`config.mk`:
```
export PLATFORM = sky130hd
export DESIGN_NAME = gelato_ibuffer_flat
export DESIGN_NICKNAME = d
export VERILOG_FILES = /design/src/rtl/gelato_types.sv /design/src/rtl/gelato_idecode_ibuffer_if.sv /design/src/rtl/gelato_ibuffer_fifo.sv /design/src/rtl/gelato_ibuffer.sv /design/src/flat_wrapper.sv
export SDC_FILE = /design/constraint.sdc
export NUM_CORES = 2
export LEC_CHECK = 0
export ABC_AREA = 1
export CAP_MARGIN = 15
export CORE_AREA = 5 5 287 570
export DETAILED_ROUTE_END_ITERATION = 8
export DIE_AREA = 0 0 292 575
export GPL_TIMING_DRIVEN = 0
export PLACE_DENSITY_LB_ADDON = 0.15
export SYNTH_ARGS = -nofsm -noshare
export SYNTH_HDL_FRONTEND = slang
export SYNTH_SLANG_ARGS = --single-unit
```
`constraint.sdc`:
```
create_clock -name clk -period 6.5 [get_ports clk]
set_clock_uncertainty 0.2 [all_clocks]
set_input_delay 1.625 -clock clk [delete_from_list [all_inputs] [get_ports clk]]
set_output_delay 1.625 -clock clk [all_outputs]
set_load 0.01 [all_outputs]
```
`src/rtl/gelato_types.sv`:
```
// Shared GPU front-end types: instruction-buffer entry, widths and default depth.
package gelato_types;
  localparam int GELATO_NUM_WARPS = 8;
  localparam int WARP_NUM_W       = $clog2(GELATO_NUM_WARPS);
  localparam int PC_W             = 32;
  localparam int THREAD_MASK_W    = 32;
  localparam int INST_W           = 32;
  localparam int IBUFFER_DEPTH    = 2;

  typedef logic [INST_W-1:0] inst_t;

  typedef struct packed {
    logic [PC_W-1:0]          pc;
    logic [THREAD_MASK_W-1:0] thread_mask;
    inst_t                    inst;
  } ibuffer_entry_t;
endpackage

```
`src/rtl/gelato_idecode_ibuffer_if.sv`:
```
// I-Decode -> I-Buffer write channel: one decoded instruction per cycle.
interface gelato_idecode_ibuffer_if
  import gelato_types::*;
#(
  parameter int NUM_WARPS = GELATO_NUM_WARPS
);
  logic                         valid;
  logic [PC_W-1:0]              pc;
  logic [$clog2(NUM_WARPS)-1:0] warp_num;
  logic [THREAD_MASK_W-1:0]     thread_mask;
  inst_t                        inst;

  modport master (output valid, pc, warp_num, thread_mask, inst);
  modport slave  (input  valid, pc, warp_num, thread_mask, inst);
endinterface

```
`src/rtl/gelato_ibuffer_fifo.sv`:
```
// Single-warp instruction FIFO; flush beats push/pop, push into a full FIFO
// is only accepted when the same cycle pops.
module gelato_ibuffer_fifo
  import gelato_types::*;
#(
  parameter  int DEPTH = IBUFFER_DEPTH,
  localparam int PW    = $clog2(DEPTH),
  localparam int CW    = $clog2(DEPTH + 1)
) (
  input  logic           clk,
  input  logic           rst_n,
  input  logic           push,
  input  ibuffer_entry_t push_data,
  input  logic           pop,
  input  logic           flush,
  output ibuffer_entry_t head,
  output logic [CW-1:0]  count
);
  ibuffer_entry_t mem [DEPTH];
  logic [PW-1:0]  head_ptr, tail_ptr;
  logic           do_push, do_pop;

  assign do_pop  = pop && (count != '0) && !flush;
  assign do_push = push && ((count != CW'(DEPTH)) || do_pop) && !flush;
  assign head    = mem[head_ptr];

  // Storage is deliberately left out of reset.
  always_ff @(posedge clk) begin
    if (do_push) mem[tail_ptr] <= push_data;
  end

  always_ff @(posedge clk or negedge rst_n) begin
    if (!rst_n) begin
      head_ptr <= '0;
      tail_ptr <= '0;
      count    <= '0;
    end else if (flush) begin
      head_ptr <= tail_ptr;
      count    <= '0;
    end else begin
      if (do_push) tail_ptr <= tail_ptr + PW'(1);
      if (do_pop)  head_ptr <= head_ptr + PW'(1);
      case ({do_push, do_pop})
        2'b10:   count <= count + CW'(1);
        2'b01:   count <= count - CW'(1);
        default: count <= count;
      endcase
    end
  end
endmodule

```
`src/rtl/gelato_ibuffer.sv`:
```
// Per-warp instruction buffer: write demux, head mux, sticky overflow flag.
// Optional per-warp flush port enabled by defining GELATO_IBUFFER_FLUSH_EN.
module gelato_ibuffer
  import gelato_types::*;
#(
  parameter  int NUM_WARPS = GELATO_NUM_WARPS,
  parameter  int DEPTH     = IBUFFER_DEPTH,
  localparam int WW        = $clog2(NUM_WARPS)
) (
  input  logic                     clk,
  input  logic                     rst_n,
  gelato_idecode_ibuffer_if.slave  idecode,
  output logic [NUM_WARPS-1:0]     ibuffer_full,
  output logic [NUM_WARPS-1:0]     issue_valid,
  input  logic [WW-1:0]            issue_warp_num,
  input  logic                     issue_pop,
  output ibuffer_entry_t           issue_entry,
  output logic                     overflow_err
`ifdef GELATO_IBUFFER_FLUSH_EN
  ,
  input  logic [NUM_WARPS-1:0]     flush
`endif
);
  localparam int CW = $clog2(DEPTH + 1);

  logic [NUM_WARPS-1:0]          push, pop, flush_w;
  logic [NUM_WARPS-1:0][CW-1:0]  counts;
  ibuffer_entry_t                heads [NUM_WARPS];
  ibuffer_entry_t                wr_entry;
  logic                          drop;

`ifdef GELATO_IBUFFER_FLUSH_EN
  assign flush_w = flush;
`else
  assign flush_w = '0;
`endif

  assign wr_entry = '{pc: idecode.pc, thread_mask: idecode.thread_mask, inst: idecode.inst};

  for (genvar w = 0; w < NUM_WARPS; w++) begin : g_warp
    assign push[w]         = idecode.valid && (idecode.warp_num == WW'(w));
    assign pop[w]          = issue_pop && (issue_warp_num == WW'(w));
    assign ibuffer_full[w] = (counts[w] == CW'(DEPTH));
    assign issue_valid[w]  = (counts[w] != '0);

    gelato_ibuffer_fifo #(.DEPTH(DEPTH)) u_fifo (
      .clk       (clk),
      .rst_n     (rst_n),
      .push      (push[w]),
      .push_data (wr_entry),
      .pop       (pop[w]),
      .flush     (flush_w[w]),
      .head      (heads[w]),
      .count     (counts[w])
    );
  end

  assign issue_entry = heads[issue_warp_num];

  // A write is lost only when full with no effective pop to free the slot; flush is not an error.
  assign drop = |(push & ibuffer_full & ~(pop & issue_valid) & ~flush_w);

  always_ff @(posedge clk or negedge rst_n) begin
    if (!rst_n)    overflow_err <= 1'b0;
    else if (drop) overflow_err <= 1'b1;
  end
endmodule

```
`src/flat_wrapper.sv`:
```
// flat-port wrapper written by rule: the top's interface ports become plain ports
module gelato_ibuffer_flat import gelato_types::*;
#(
  parameter  int NUM_WARPS = GELATO_NUM_WARPS,
  parameter  int DEPTH     = IBUFFER_DEPTH,
  localparam int WW        = $clog2(NUM_WARPS)
)
  (clk, rst_n, ibuffer_full, issue_valid, issue_warp_num, issue_pop, issue_entry, overflow_err, idecode_valid, idecode_pc, idecode_warp_num, idecode_thread_mask, idecode_inst);
  gelato_idecode_ibuffer_if #(.NUM_WARPS(NUM_WARPS)) idecode_i ();
  input  logic clk;
  input  logic rst_n;
  output logic [NUM_WARPS-1:0] ibuffer_full;
  output logic [NUM_WARPS-1:0] issue_valid;
  input  logic [WW-1:0] issue_warp_num;
  input  logic issue_pop;
  output ibuffer_entry_t issue_entry;
  output logic overflow_err;
  input wire logic [$bits(idecode_i.valid)-1:0] idecode_valid;
  input wire logic [$bits(idecode_i.pc)-1:0] idecode_pc;
  input wire logic [$bits(idecode_i.warp_num)-1:0] idecode_warp_num;
  input wire logic [$bits(idecode_i.thread_mask)-1:0] idecode_thread_mask;
  input wire logic [$bits(idecode_i.inst)-1:0] idecode_inst;
  assign idecode_i.valid = idecode_valid;
  assign idecode_i.pc = idecode_pc;
  assign idecode_i.warp_num = idecode_warp_num;
  assign idecode_i.thread_mask = idecode_thread_mask;
  assign idecode_i.inst = idecode_inst;
  gelato_ibuffer #(.NUM_WARPS(NUM_WARPS), .DEPTH(DEPTH)) u_core (.clk(clk), .rst_n(rst_n), .idecode(idecode_i), .ibuffer_full(ibuffer_full), .issue_valid(issue_valid), .issue_warp_num(issue_warp_num), .issue_pop(issue_pop), .issue_entry(issue_entry), .overflow_err(overflow_err));
endmodule
```
---- Word-level counts from Yosys, hierarchy flattened ----
Memories as Yosys holds them, arrays and structs flattened.
Cells that the tools add are included.
Widths: inputs -> output; s select.
cells by class
  add/subtract/negate cells ............... 32
  $lt $le $gt $ge ......................... 1
  equal/unequal tests ..................... 46
  multiplexer cells ....................... 27
  bitwise logic cells ..................... 5
  reductions and logical operators ........ 59
operators with widths
  kind                 number
  $bmux 96 s3          1
  $mux 96              2
  $eq 2x2->1 const B   16
  $logic_and 1x1->1    32
  $pmux 2 s2           8
  $reduce_bool 2->1    16
  $and 8x8->8          3
  $eq 3x3->1 const B   8
  $add 1x1->1 const B  16
  $add 2x1->2 const B  8
  $eq 2x1->1 const B   8
  $mux 1               16
  $ne 2x2->1 const B   8
  $sub 2x1->2 const B  8
  $eq 3x2->1 const B   4
  $logic_or 1x1->1     8
  $not 8->8            1
  $reduce_or 8->1      1
  $eq 3x1->1 const B   2
  $logic_not 3->1      2
  $ge 4x4->1 const B   1
  $not 3->4            1
storage, ports and cells
  register bits after elaboration ......... 33
  bits in writable memories ............... 1536
  input port bits ......................... 106
  output and inout port bits .............. 113
  logic and storage cells ................. 203
  memories kept ........................... 8
memory list
  name                         depth  bits a word  read ports  clocked after Yosys merged registers in  wr ports  RTL line                   source
  u_core.g_warp[0].u_fifo.mem  2      96           1           0                                        1         gelato_ibuffer_fifo.sv:19  ibuffer_entry_t mem [DEPTH];
  u_core.g_warp[1].u_fifo.mem  2      96           1           0                                        1         gelato_ibuffer_fifo.sv:19
  u_core.g_warp[2].u_fifo.mem  2      96           1           0                                        1         gelato_ibuffer_fifo.sv:19
  u_core.g_warp[3].u_fifo.mem  2      96           1           0                                        1         gelato_ibuffer_fifo.sv:19
  u_core.g_warp[4].u_fifo.mem  2      96           1           0                                        1         gelato_ibuffer_fifo.sv:19
  u_core.g_warp[5].u_fifo.mem  2      96           1           0                                        1         gelato_ibuffer_fifo.sv:19
  2 more memories              -      -            -           -                                        -         -

---- Depth between registers and ports, before layout ----
  depth after elaboration ................. 7
  depth in mapped cells ................... 10
  mapped depth without buffers ............ 9

---- Cells and area by module ----
Synthesis repeated with hierarchy kept, for this count alone.
second synthesis, totals
  cell total of the unflattened synthesis .. 5680
  area, all modules ....................... 64149.0 µm²
modules (own cells, without submodules)
  module               times used  cells each  area each (µm²)  sequential area each (µm²)
  gelato_ibuffer_fifo  8           538         7259.5           5865.6
  gelato_ibuffer       1           1376        6073.3           25.0

---- Worst setup path after synthesis ----
Ideal clock, no wire load.
  kind .................................... input to register
  start point ............................. input port issue_warp_num[2]
  end point ............................... memory u_core.g_warp[2].u_fifo.mem[1][0] in the netlist's numbering, enable pin
  library setup time ...................... 0.551 ns
  arrival time ............................ 6.403 ns
  data required time ...................... 5.749 ns
  setup slack ............................. -0.654 ns
  stages .................................. 6
  path buffers ............................ 1
  path through ............................ clkbuf_1 -> nor2_1 -> nand3_1 -> nand2_1 -> nand2_1 -> nor2_1
between the ends
  longest elaborated chain between the ends .. 7
RTL lines
  item                          RTL line                   source
  from (decl)                   flat_wrapper.sv:14         input logic [WW-1:0] issue_warp_num;
  $eq 3x2->1                    gelato_ibuffer.sv:42       assign pop[w] = issue_pop && (issue_warp_num == WW'(w));
  $logic_and 1x1->1             gelato_ibuffer.sv:42
  $logic_and 1x1->1             gelato_ibuffer_fifo.sv:23  assign do_pop = pop && (count != '0) && !flush;
  $logic_or 1x1->1              gelato_ibuffer_fifo.sv:24  assign do_push = push && ((count != CW'(DEPTH)) || do_pop) && !flush;
  $logic_and 1x1->1             gelato_ibuffer_fifo.sv:24
  $mux 1                        gelato_ibuffer_fifo.sv:29  if (do_push) mem[tail_ptr] <= push_data;
  $mux 1 (not written as such)  gelato_ibuffer_fifo.sv:29
  to (decl)                     gelato_ibuffer_fifo.sv:19
No other way between the ends.

==> impl_metrics.json <==
{
  "place_ws_ps": -829.8,
  "slew_headroom": 0.2818,
  "yosysWarnings": 0,
  "final_hold_viol_count": 0,
  "rows": 207,
  "grt_pass1_vias": 38694,
  "drv_cap": 0,
  "synth_top_cell_by_area": "edfxtp_1",
  "path_cells": "clkbuf_2 -> clkinvlp_4 -> buf_2 -> clkbuf_1 -> o21ai_1 -> nor2_1 -> nor2_1 -> clkdlybuf4s50_1",
  "powerDensity_nw_per_um2": 354.9,
  "period_minus_slack_ps": 6214,
  "avgViaCountPerCell": 5.028,
  "cp_slowest_cell": "clkbuf_1",
  "grt_first_pass_wirelength_um": 253200,
  "firstDrtPassIters": 5,
  "place.gp.congestion": 0.7825,
  "fillCellCount": 14267,
  "cts_sinks": 1569,
  "setup_violations": 0,
  "antenna_found_initial": 15,
  "htreeDepth": 4,
  "route.vias.total": 38533,
  "io_buffers": 217,
  "ys_ff_latch": 1569,
  "hold_path_class": "register to register",
  "cts_root_buf": "clkbuf_16",
  "p_total_w": 0.02611,
  "path_clk_slew_ps": 70,
  "overflow": 0,
  "synthDistinctLibCells": 23,
  "cts-buffers-inserted": 144,
  "cts_tree": "built",
  "tightest_slew_ps": 1077,
  "worstPathArrival_ps": 4390,
  "syn_area_um2": 62970,
  "initial_core_util": 0.3972,
  "ant_nets": 0,
  "wl_um": 172900,
  "dp.cells": 7393,
  "crit_top_cell": "nor2_1",
  "setup_slack_ps": 285.9,
  "clk-insertion-delay-late_ps": 760,
  "core_um2": 158500,
  "die_w_um": 292,
  "yosysSeqAreaShare": 0.7456,
  "multi_input_area_um2": 13740,
  "crit_type": "input pin to primary output",
  "fmax_mhz": 160.9,
  "final_nets": 5565,
  "register_area_um2": 46950,
  "grt_setup_unrepaired": "no",
  "fin_tns_setup_ps": 0,
  "post-route-drc-count": 0,
  "drive_gt1_frac": 0.1301,
  "drtIter0Drc": 2835,
  "syn2layout_area_growth_pct": 16.85,
  "leakage_nw": 25.48,
  "worstSetupStartpointType": "input pin",
  "dieArea_um2": 167900,
  "grt_usage": 0.2019,
  "wire_per_inst_um": 22.57,
  "io_pins": 219,
  "syn_nets": 5151,
  "syn-mean-instance-area_um2": 12.50,
  "required_ps": 4680,
  "dp_hpwl_um": 115700,
  "max_stage_delay_ps": 540,
  "fin_crit_sh": 0.9560,
  "layout_commonest_cell": "edfxtp_1",
  "dieHeight_um": 575,
  "path_max_fanout": 10,
  "yosys-top-cells-area": "edfxtp_1, nor2_1, nand3_1",
  "final_cell_mix": "edfxtp_1, nor2_1, nand3_1",
  "cp-end-kind": "primary output",
  "status": "completed",
  "syn-instance-count": 5038,
  "slew_violations": 0,
  "final_cells": 7663,
  "grt_max_degree": 60,
  "synth_top_area_share": 0.7325,
  "cts.path.max_buffers": 3,
  "final_util": 0.4642,
  "vdd_ir_drop_max_mv": 0.2483
}
==> state kept, by name, indices dropped and copies added, names as in the netlist <==
register and count:
u_core.g_warp.u_fifo.head_ptr 8, u_core.g_warp.u_fifo.tail_ptr 8, u_core.g_warp.u_fifo.count 16, u_core.overflow_err 1
u_core.g_warp.u_fifo.mem 1536
==> layout make-up <==
cell class / count / share of cell area
diodes: 8 / 0.0002721
flip-flops and latches: 1569 / 0.6381
repair buffers: 272 / 0.04486
inverters: 338 / 0.01764
plain buffers: 267 / 0.01580
clock buffers: 178 / 0.05172
multi-input cells: 2860 / 0.1867
clock inverters: 81 / 0.009353
well taps: 2090 / 0.03554
==> repair_timing <==
action	CTS	global route
setup endpoints to repair	96	32
gates cloned	0	0
endpoints found under the hold margin	0	0
pin swaps	2	0
resized for setup	18	17
hold buffers	0	0
setup buffers	7	0
==> cells by family (layout without fill, tap and decap cells) <==
kind of cell | after synthesis | in the layout | share of synthesized area
and+or+nand+nor | 2139 | 2139 | 0.1529
DFF | 1569 | 1569 | 0.7456
AOI/OAI and AO/OA | 692 | 692 | 0.05888
buffers and inverters | 609 | 1136 | 0.03811
xor gates and xnor gates | 22 | 22 | 0.003060
adders and majority gates | 7 | 7 | 0.001391
other | 0 | 8 | 0
==> per-stage QoR <==
step	area [µm²]	hold WS, ps
3_5_place_dp	68910	261.4
4_1_cts	73530	277.9
5_1_grt	73560	296.6
6_report	73570	277.7
3_3_place_gp	67780	254.3
2_1_floorplan	62990	241.9
==> cell usage after synthesis, drive strengths merged <==
library cell	n
a21oi	12
a31o	1
buf	95
clkbuf	176
dfrtp	33
edfxtp	1536
ha	7
inv	338
nand2	347
nand3	500
nor2	905
o211ai	96
o21ai	583
or2	387
xnor2	9
xor2	13
==> path summary, 6_finish.rpt <==
check                                                                  start  slack [ps]  cells past startpoint                                            to
worst min register to register  u_core.g_warp[2].u_fifo.tail_ptr$_DFFE_PN0P_         280                      2  u_core.g_warp[2].u_fifo.tail_ptr$_DFFE_PN0P_
worst max register to register  u_core.g_warp[2].u_fifo.count[0]$_DFFE_PN0P_        3680                      9  u_core.g_warp[2].u_fifo.mem[1][67]$_DFFE_PP_
max in group asynchronous                                              rst_n        4850                      1  u_core.g_warp[3].u_fifo.count[1]$_DFFE_PN0P_
min in group asynchronous                                              rst_n         740                      1  u_core.g_warp[2].u_fifo.count[1]$_DFFE_PN0P_
worst max-delay path                                       issue_warp_num[2]         290                      8                               issue_entry[57]
worst min-delay path            u_core.g_warp[2].u_fifo.tail_ptr$_DFFE_PN0P_         280                      2  u_core.g_warp[2].u_fifo.tail_ptr$_DFFE_PN0P_
==> power breakdown <==
| part | internal, W | total (W) | switching, W |
|---|---|---|---|
| clock | 0.00453 | 0.00820 | 0.00367 |
| combinational | 0.00188 | 0.00617 | 0.00429 |
| sequential | 0.0116 | 0.0117 | 0.000185 |
| total | 0.0180 | 0.0261 | 0.00814 |
==> metal layers <==
| layer | share of wire | vias to the layer above | GRT usage |
|---|---|---|---|
| met5 | 0.00027 | - | 0 |
| met4 | 0.028 | 8 | 0.05845 |
| met3 | 0.052 | 245 | 0.03456 |
| met2 | 0.50 | 1046 | 0.3548 |
| met1 | 0.42 | 18852 | 0.2578 |
| li1 | - | 18382 | - |
==> critical path: cells and delay by family <==
family                 cells  cell delay [ps]
buffers and inverters      5             2310
AO/OA/AOI/OAI              1              200
AND/OR/NAND/NOR            2              220
(Power assumes the default switching activity.)
